`src/rtl/universal_shift_register.sv`:
```
// ============================================================================
// Module   : universal_shift_register
// Brief    : WIDTH-bit universal shift register (hold / shift / load / rotate)
//            with a saturating shift counter and frame_done flag.
//            Optional rotate via macro USR_ROTATE_EN (undefined: mode 11 = hold).
// Revision : 1.0 - initial release
// ============================================================================
`default_nettype none

module universal_shift_register #(
  parameter int               WIDTH     = 8,
  parameter logic [WIDTH-1:0] RESET_VAL = '0,
  parameter int               CNT_W     = $clog2(WIDTH+1)
) (
  input  logic             Clk,
  input  logic             reset,
  input  logic [1:0]       mode,
  input  logic             dir,
  input  logic             ser_in,
  input  logic [WIDTH-1:0] Par_in,
  output logic [WIDTH-1:0] Par_out,
  output logic             ser_out,
  output logic [CNT_W-1:0] shift_cnt,
  output logic             frame_done
);

  localparam logic [1:0]       c_MODE_HOLD  = 2'b00;
  localparam logic [1:0]       c_MODE_SHIFT = 2'b01;
  localparam logic [1:0]       c_MODE_LOAD  = 2'b10;
  localparam logic [1:0]       c_MODE_ROT   = 2'b11;
  localparam logic [CNT_W-1:0] c_CNT_MAX    = CNT_W'(WIDTH);

  logic [WIDTH-1:0] r_q;
  logic [CNT_W-1:0] r_cnt;
  logic [WIDTH-1:0] w_q_next;
  logic             w_step;

  always_comb begin
    w_q_next = r_q;
    w_step   = 1'b0;
    case (mode)
      c_MODE_HOLD: w_q_next = r_q;
      c_MODE_SHIFT: begin
        w_step   = 1'b1;
        w_q_next = dir ? {ser_in, r_q[WIDTH-1:1]} : {r_q[WIDTH-2:0], ser_in};
      end
      c_MODE_LOAD: w_q_next = Par_in;
`ifdef USR_ROTATE_EN
      c_MODE_ROT: begin
        w_step   = 1'b1;
        w_q_next = dir ? {r_q[0], r_q[WIDTH-1:1]} : {r_q[WIDTH-2:0], r_q[WIDTH-1]};
      end
`endif
      default: w_q_next = r_q;
    endcase
  end

  // Count saturates at WIDTH; data keeps moving after saturation.
  always_ff @(posedge Clk or posedge reset) begin
    if (reset) begin
      r_q   <= RESET_VAL;
      r_cnt <= '0;
    end else begin
      r_q <= w_q_next;
      if (mode == c_MODE_LOAD)
        r_cnt <= '0;
      else if (w_step && (r_cnt != c_CNT_MAX))
        r_cnt <= r_cnt + CNT_W'(1);
    end
  end

  assign Par_out    = r_q;
  assign ser_out    = dir ? r_q[0] : r_q[WIDTH-1];
  assign shift_cnt  = r_cnt;
  assign frame_done = (r_cnt == c_CNT_MAX);

endmodule

`default_nettype wire

```
`config.mk`:
```
export PLATFORM = sky130hd
export DESIGN_NAME = universal_shift_register
export DESIGN_NICKNAME = d
export VERILOG_FILES = /design/src/rtl/universal_shift_register.sv
export SDC_FILE = /design/constraint.sdc
export NUM_CORES = 1
export LEC_CHECK = 0
export CORE_MARGIN = 5
export CORE_UTILIZATION = 34
export DETAILED_ROUTE_END_ITERATION = 16
export PLACE_DENSITY = 0.67
export RECOVER_POWER = 100
export SKIP_CTS_REPAIR_TIMING = 1
export SYNTH_ARGS = -nofsm -noshare
export SYNTH_HDL_FRONTEND = slang
export SYNTH_SLANG_ARGS = --single-unit
```
`constraint.sdc`:
```
create_clock -name Clk -period 1.3 [get_ports Clk]
set_input_delay 0.26 -clock Clk [delete_from_list [all_inputs] [get_ports Clk]]
set_output_delay 0.26 -clock Clk [all_outputs]
set_load 0.03 [all_outputs]
```
**Yosys cells after proc, flatten, opt, wreduce, memory -nomap -nowiden**

Index checks and enable logic that the tools add are counted.

- Output and inout bits: 14
- Flip-flop bits (word level): 12
- Bits of input ports: 14

- Multiplexer cells: 6
- Reductions and logical operators: 3
- $add $sub $neg: 1
- Equal/unequal tests: 4

Operator list:

| cell | count |
|---|---|
| 8-bit one-hot mux with 2 select lines | 1 |
| 4-bit two-way mux | 2 |
| 8-bit two-way mux | 1 |
| 4-bit by 1-bit adder with 4-bit output (second input constant) | 1 |
| 4-bit == test (second input constant) | 1 |
| 4-bit != test (second input constant) | 1 |
| 2-bit nonzero test | 2 |
| 2-bit by 1-bit == test with 1-bit output (second input constant) | 1 |
| 2-bit == test (second input constant) | 1 |
| 1-bit two-way mux | 2 |
| 1-bit logical AND | 1 |

**Logic depth before layout (Yosys ltp)**

Gate-level depths: netlist of run 1.

- Depth in word-level cells: 5
- Mapped depth: 6
- Depth with buffers taken out: 6

**Worst setup path before layout of run 1**

No wires, ideal clock.

- Path kind: reg-to-reg
- Start point: reg r_cnt[0], in the netlist shift_cnt[0]
- End point: reg r_cnt[2], in the netlist shift_cnt[2]
- Path slack: -307 ps
- Setup time: 74 ps
- Period minus slack after synthesis: 1607 ps
- Cell stages (with the launch flop): 7
- Data arrival time: 1533 ps
- Cell sequence: dfrtp_1 -> inv_1 -> ha_1 -> nand3b_4 -> inv_2 -> or3_1 -> a21oi_2

- Longest elaborated chain between the ends: 3

RTL lines:

| item | RTL line | RTL |
|---|---|---|
| start, declared | 34 | `logic [CNT_W-1:0] r_cnt;` |
| start signal, assigned | 68 | `r_cnt <= r_cnt + CNT_W'(1);` |
| 4-bit by 1-bit adder with 4-bit output or 4-bit != test (tied branches) | 68, 67 |  |
| 4-bit two-way mux or 1-bit logical AND (tied branches) | 67 | `else if (w_step && (r_cnt != c_CNT_MAX))` |
| 4-bit two-way mux or 2-bit nonzero test (tied branches) | n/a |  |

Several ways; a longest one is shown, not always the timed one. The select of a mux whose other input is x is not followed.
A chain may end at the register's enable or synchronous reset.

**Worst setup path after layout of run 1**

- Start point: reg r_cnt[0], in the netlist shift_cnt[0]
- End point: out frame_done

- Longest elaborated chain between the ends: 1

RTL lines:

| item | RTL line | RTL |
|---|---|---|
| 4-bit == test | 75 | `assign frame_done = (r_cnt == c_CNT_MAX);` |
| end, declared | 24 | `output logic frame_done` |

Every way passes these cells.

==> run summary, run 1 <==
Status
* **result of the run** complete, but fails checks
* **violations in the final reports** setup timing

Placement
* **gpl congestion** 0.754
* **port bufs** 27
* **placed wire-length estimate after detailed placement** 1430 um

Timing
* **measured slew at the worst slew-check pin** 0.449 ns
* **fmax** 0.692 GHz
* **Layout Skew** 0.00449 ns
* **clock period minus worst slack** 1.45 ns
* **relative slew slack** 0.701
* **final worst-path setup slack** -0.145 ns
* **final hold slack** 0.325 ns
* **RSZ-0062 raised after global routing** true
* **Final setup viols** 4
* **max-slew violation total from the final report** 0
* **endpoints failing hold** 0
* **crit share post-route** 1.11

Final layout
* **Total Nets Final** 132
* **antenna cell count** 0
* **share of final-layout standard cells stronger than drive strength 1** 0.434
* **synthesis-to-finish area growth** 56.7%
* **final core area utilization** 0.541

Critical path
* **Buffers & Inverters on Critical Path** 3
* **kind of critical path** flip-flop to output port
* **Max stage delay cell, worst path** sky130_fd_sc_hd__dfrtp_2
* **Critical Path Source** shift_cnt[0]$_DFFE_PP0P_
* **delay contributed by the slowest stage of the critical path** 0.44 ns
* **worst path required time** 1.04 ns
* **CP Launch Type** flip-flop
* **maximum fanout count along the critical path** 3
* **setup slack, reg-to-reg** -0.13 ns
* **delay-heaviest family, CP** flip-flops
* **Arr. time, crit path** 1.19 ns
* **number of stages on the worst setup path** 5
* **Register-to-Register Path Depth** 7
* **worst flop-to-flop path endpoint** shift_cnt[0]$_DFFE_PP0P_
* **endpoint of the worst setup timing path** frame_done
* **list of cells traversed by the critical path** inv_4, ha_4, nand3b_4, clkinv_4, buf_6
* **source of the worst register-to-register timing path** shift_cnt[0]$_DFFE_PP0P_
* **Critical Path End Type** output port

CTS
* **clock input transition at the sequential cells of the worst setup and hold paths** 0.08 ns
* **number of CTS-inserted buffers** 3
* **Root Buffer Master** sky130_fd_sc_hd__clkbuf_4
* **Num Clock Sinks** 12
* **buffers from clock root to sink, at most** 2
* **TritonCTS clock tree** yes
* **Clk Latency, worst-skew pair** 0.26 ns
* **number of H-tree levels** 1

Logic synthesis
* **top-area cell type share of the netlist area** 0.405
* **number of nets produced by synthesis** 91
* **post-synth design cell area** 742 um^2
* **most frequently used flop master after synthesis** sky130_fd_sc_hd__dfrtp_1
* **EDFF count, synth** 0
* **Post-synth top cells** 12 x sky130_fd_sc_hd__dfrtp_1, 10 x sky130_fd_sc_hd__nand2_1, 9 x sky130_fd_sc_hd__mux2_2
* **cells after synthesis** 73
* **average size of a mapped cell** 10.2 um^2
* **number of storage elements in the synthesis netlist** 12
* **dominant cell type by area after synthesis** sky130_fd_sc_hd__dfrtp_1
* **async set-or-reset flop fraction in the synthesized netlist** 1.00
* **distinct cell type count of the synthesized netlist** 20
* **part of the Yosys area used for sequential elements** 0.405
* **synthesis warning total** 0
* **top post-synthesis cells by area** sky130_fd_sc_hd__dfrtp_1 40%, sky130_fd_sc_hd__mux2_2 14%, sky130_fd_sc_hd__mux2i_1 11%
* **cell with the most instances after synthesis** sky130_fd_sc_hd__dfrtp_1

Routing
* **aggregate routed wire length** 1920 um
* **ratio of routed vias to standard cells** 4.82
* **number of remaining DRC errors** 0
* **Detailed Route Iter0 Violations** 9
* **number of routed nets with antenna violations** 0
* **detail-routed net length per standard cell** 13.6 um
* **total number of vias** 680
* **number of optimization iterations in the first detailed-route pass** 4

Power and ir drop
* **total leakage power** 0.000574 uW
* **power density over the cells** 1380 mW/mm^2
* **VDD IR max** 699 uV
* **total power** 1610 uW

Floorplanning
* **Initial Util** 0.345
* **Die Outline Area** 0.00322 mm^2
* **core area** 0.00215 mm^2
* **die boundary height** 56.7 um
* **die outline width** 56.7 um
* **I/O pins** 28
* **Core Rows** 17

GRT
* **grt ovf** 0
* **antenna violations before repair** 0
* **wire length of the first global-routing pass** 3300 um
* **number of global-route vias before repair** 747
* **global-route total usage across every layer** 0.126
* **pin count of the biggest net entering global routing** 18

Worst hold path
* **worst hold path type** input port to async pin

Job
* **total of max-cap violations** 0

==> flip-flops by register name, indices dropped and copies added, names as in the netlist <==
register	cells
shift_cnt	4
Par_out	8
==> worst reg2reg max path: cells and delay by family (launching register included) <==
family,cells,cell delay (ns)
AO/OA/AOI/OAI,2,0.34
AND/OR/NAND/NOR,1,0.10
buffers and inverters,3,0.36
flip-flops,1,0.44
adder cells (fa/ha/maj),1,0.13
==> cell usage in the layout, fill, tap and decap left out, types with 2 or more instances in the layout <==
master / n
sky130_fd_sc_hd__clkbuf_1: 5
sky130_fd_sc_hd__clkbuf_2: 7
sky130_fd_sc_hd__mux2i_1: 8
sky130_fd_sc_hd__a21o_2: 2
sky130_fd_sc_hd__dlymetal6s2s_1: 3
sky130_fd_sc_hd__clkbuf_4: 3
sky130_fd_sc_hd__ha_4: 2
sky130_fd_sc_hd__buf_6: 3
sky130_fd_sc_hd__inv_1: 2
sky130_fd_sc_hd__o21ai_0: 8
sky130_fd_sc_hd__ha_1: 2
sky130_fd_sc_hd__clkdlybuf4s50_1: 9
sky130_fd_sc_hd__dfrtp_2: 2
sky130_fd_sc_hd__nand2_1: 10
sky130_fd_sc_hd__dfrtp_1: 10
sky130_fd_sc_hd__nand3_1: 2
sky130_fd_sc_hd__mux2_2: 8
sky130_fd_sc_hd__inv_2: 2
sky130_fd_sc_hd__buf_4: 12
sky130_fd_sc_hd__a21oi_2: 3
==> cell families after synthesis <==
family                     after synthesis  share of synthesized area
and+or+nand+nor                         16                      0.113
adders and majority gates                4                     0.0675
AOI/OAI and AO/OA                       13                      0.103
buffers and inverters                   10                     0.0556
DFF                                     12                      0.405
xor gates and xnor gates                 1                     0.0118
muxes                                   17                      0.245
==> worst min-delay path by stage <==
stage,start,end,cells past startpoint
final,reset,shift_cnt[0]$_DFFE_PP0P_,2
after CTS,reset,shift_cnt[0]$_DFFE_PP0P_,2
after global routing,reset,shift_cnt[0]$_DFFE_PP0P_,2
after global placement,reset,shift_cnt[3]$_DFFE_PP0P_,2
after detailed placement,reset,shift_cnt[3]$_DFFE_PP0P_,2
after floorplan,reset,Par_out[0]$_DFFE_PP0P_,1
==> area by class of cell <==
| type | instances | area (um^2) |
|---|---|---|
| inverters | 6 | 30.0 |
| fillers | 213 | 986 |
| well taps | 28 | 35.0 |
| multi-input cells | 51 | 437 |
| repair buffers | 40 | 332 |
| flip-flops and latches | 12 | 303 |
| clock buffers | 4 | 26.3 |
==> through the flow <==
| step | instance area [um^2] | std cells | worst slack [ns] | setup TNS (ns) |
|---|---|---|---|---|
| floorplan | 762 | 73 | -0.0646 | -0.0646 |
| CTS | 1110 | 136 | -0.656 | -2.83 |
| detailed placement | 1090 | 132 | -0.647 | -5.98 |
| finish | 1160 | 141 | -0.145 | -0.388 |
| global route | 1160 | 141 | -0.203 | -0.614 |
| global placement | 1090 | 132 | -0.645 | -6.03 |
==> metal layers <==
layer,vias to the layer above,track usage,share of wire
li1,330,-,-
met2,26,0.221,0.52
met4,0,0.0475,0.012
met5,-,0,0
met1,320,0.147,0.41
met3,4,0.0276,0.062
==> power by group <==
part / switching [uW] / leakage [uW] / internal, uW
registers: 99.6 / 0.000150 / 477
logic: 441 / 0.000410 / 355
clock network: 117 / 0.0000150 / 118
(Power assumes the default switching activity.)
==> inputs of run 2 (changes only) <==
- CORE_UTILIZATION: 34 -> 38
- PLACE_DENSITY: 0.67 -> 0.73
==> run 2 against run 1 <==
  * The run still ends with setup timing left
  * Die area decreased by 8.7%
  * Clock skew decreased by 0.0033 ns
  * Via count decreased by 0.74%
  * Cell count unchanged
  * Count of clock-buffer cells in the layout unchanged
  * Worst hold slack improved by 0.00089 ns
  * Setup slack got worse by 0.016 ns
  * Power increased by 3.1%
  * Non-clock buffer count increased by 1
  * Sequential cell count unchanged
  * Largest power group unchanged
==> run summary, run 2 (same netlist as run 1, synthesis figures left out) <==
Final layout
* **Total Nets Final** 133, +0.76%
* **antenna cell count** 0, unchanged
* **highest-count cells in the layout ignoring fill and taps** 13 x sky130_fd_sc_hd__buf_4, 10 x sky130_fd_sc_hd__dfrtp_1, 10 x sky130_fd_sc_hd__nand2_1
* **final cell count without fillers** 141, unchanged
* **multi-input logic area** 437 um^2, unchanged
* **Sequential cell area** 303 um^2, unchanged
* **synthesis-to-finish area growth** 58.5%
* **fill cell total of the finished layout** 179, -16%
* **max FFs per register** 8, unchanged
* **most common cell after layout, fill and taps aside** sky130_fd_sc_hd__buf_4
* **share of final-layout standard cells stronger than drive strength 1** 0.447, +0.0137

Critical path
* **Arr. time, crit path** 1.20 ns, about the same
* **Critical Path End Type** output port
* **CP Launch Type** flip-flop
* **worst flop-to-flop path endpoint** shift_cnt[1]$_DFFE_PP0P_
* **endpoint of the worst setup timing path** frame_done
* **list of cells traversed by the critical path** inv_2, ha_4, nand3b_4, clkinv_4, buf_6
* **setup slack, reg-to-reg** -0.02 ns, +0.11 ns
* **Max stage delay cell, worst path** sky130_fd_sc_hd__dfrtp_2
* **source of the worst register-to-register timing path** shift_cnt[1]$_DFFE_PP0P_
* **maximum fanout count along the critical path** 4, +1
* **kind of critical path** flip-flop to output port
* **Register-to-Register Path Depth** 6, -1
* **delay contributed by the slowest stage of the critical path** 0.44 ns, about the same
* **Critical Path Source** shift_cnt[1]$_DFFE_PP0P_
* **worst path required time** 1.04 ns, about the same

Timing
* **crit share post-route** 1.12, +0.0124
* **Final setup viols** 4, unchanged
* **measured slew at the worst slew-check pin** 0.477 ns, +0.0285 ns
* **endpoints failing hold** 0, unchanged
* **fmax** 0.684 GHz, -1.1%
* **max-slew violation total from the final report** 0, unchanged
* **Setup Total Neg Slack** -0.210 ns, +0.178 ns
* **Layout Skew** 0.00115 ns, -0.00335 ns
* **RSZ-0062 raised after global routing** true
* **final worst-path setup slack** -0.161 ns, -0.0161 ns
* **clock period minus worst slack** 1.46 ns, +0.0161 ns
* **relative slew slack** 0.682, -0.0190

CTS
* **buffers from clock root to sink, at most** 2, unchanged
* **number of H-tree levels** 1, unchanged
* **Clk Latency, worst-skew pair** 0.27 ns, about the same
* **clock input transition at the sequential cells of the worst setup and hold paths** 0.08 ns, about the same
* **number of CTS-inserted buffers** 3, unchanged
* **TritonCTS clock tree** yes
* **Num Clock Sinks** 12, unchanged
* **Root Buffer Master** sky130_fd_sc_hd__clkbuf_4

Routing
* **ratio of routed vias to standard cells** 4.79, -0.74%
* **aggregate routed wire length** 1820 um, -4.8%
* **detail-routed net length per standard cell** 12.9 um, -4.8%
* **total number of vias** 675, -0.74%
* **Detailed Route Iter0 Violations** 1, -8
* **number of remaining DRC errors** 0, unchanged
* **number of optimization iterations in the first detailed-route pass** 3, -1
* **number of routed nets with antenna violations** 0, unchanged

GRT
* **pin count of the biggest net entering global routing** 11, -7
* **grt ovf** 0, unchanged
* **number of global-route vias before repair** 694, -7.1%
* **global-route total usage across every layer** 0.138, +0.0119
* **wire length of the first global-routing pass** 2970 um, -10%
* **antenna violations before repair** 0, unchanged

Floorplanning
* **die boundary height** 54.2 um, -4.5%
* **die outline width** 54.2 um, -4.5%
* **Core Rows** 16, -1
* **Initial Util** 0.390, +0.0448
* **I/O pins** 28, unchanged
* **core area** 0.00190 mm^2, -11%
* **Die Outline Area** 0.00294 mm^2, -8.7%

Placement
* **port bufs** 27, unchanged
* **cell count after placement** 133, +0.76%
* **placed wire-length estimate after detailed placement** 1400 um, -1.9%
* **gpl congestion** 0.722, -4.2%

Power and ir drop
* **VDD IR max** 712 uV, +1.7%
* **power density over the cells** 1410 mW/mm^2, +1.9%
* **total leakage power** 0.000586 uW, +2.0%

Status
* **violations in the final reports** setup timing
* **result of the run** complete, but fails checks

Worst hold path
* **worst hold path type** input port to async pin

Job
* **total of max-cap violations** 0, unchanged

run 2: cell types whose count changed in the layout (fill, tap and decap cells not counted), sizes merged:
cell | previous run | this run
buf | 16 | 17
run 2: final cells by class:
cell class,count,share of cell area
Timing Repair Buffer,41,0.288
Multi-Input combinational cell,51,0.371
Clock buffer,4,0.0309
Sequential cell,12,0.257
Inverter,6,0.0234
Tap cell,27,0.0287
run 2: stage by stage:
| step | hold slack, ns | util | area, um^2 | power [uW] | setup slack, ns |
|---|---|---|---|---|---|
| after floorplan | 0.125 | - | 762 | 1050 | -0.0646 |
| after global placement | 0.478 | 0.580 | 1100 | 1390 | -0.617 |
| after detailed placement | 0.478 | 0.580 | 1100 | 1400 | -0.641 |
| after CTS | 0.191 | 0.599 | 1140 | 1700 | -0.645 |
| after global routing | 0.333 | 0.618 | 1180 | 1770 | -0.214 |
| final | 0.326 | 0.618 | 1180 | 1660 | -0.161 |
run 2: metal layers:
metal / global-route usage / vias up / part of all wire
li1: - / 333 / -
met1: 0.150 / 318 / 0.39
met2: 0.249 / 22 / 0.53
met3: 0.0388 / 2 / 0.071
met4: 0.0498 / 0 / 0.0077
met5: 0 / - / 0
run 2: power by group:
part           switching [uW]  internal, uW  leakage, uW
logic                     434           355     0.000415
registers                94.1           477     0.000150
clock network             129           170    0.0000210
total                     657          1000     0.000586
run 2: worst max-delay path: cells and delay by family (launching register included):
kind / cells / cell delay (ns)
flops: 1 / 0.44
fa+ha+maj: 1 / 0.15
buf+inv: 3 / 0.26
simple gates: 1 / 0.09
run 2: worst min-delay path by stage:
stage / start / end / slack, ns / cells past startpoint
floorplan: reset / Par_out[0]$_DFFE_PP0P_ / 0.12 / 1
global placement: reset / shift_cnt[2]$_DFFE_PP0P_ / 0.48 / 2
detailed placement: reset / shift_cnt[3]$_DFFE_PP0P_ / 0.48 / 2
CTS: reset / shift_cnt[0]$_DFFE_PP0P_ / 0.19 / 2
global route: reset / shift_cnt[1]$_DFFE_PP0P_ / 0.33 / 2
finish: reset / shift_cnt[0]$_DFFE_PP0P_ / 0.33 / 2
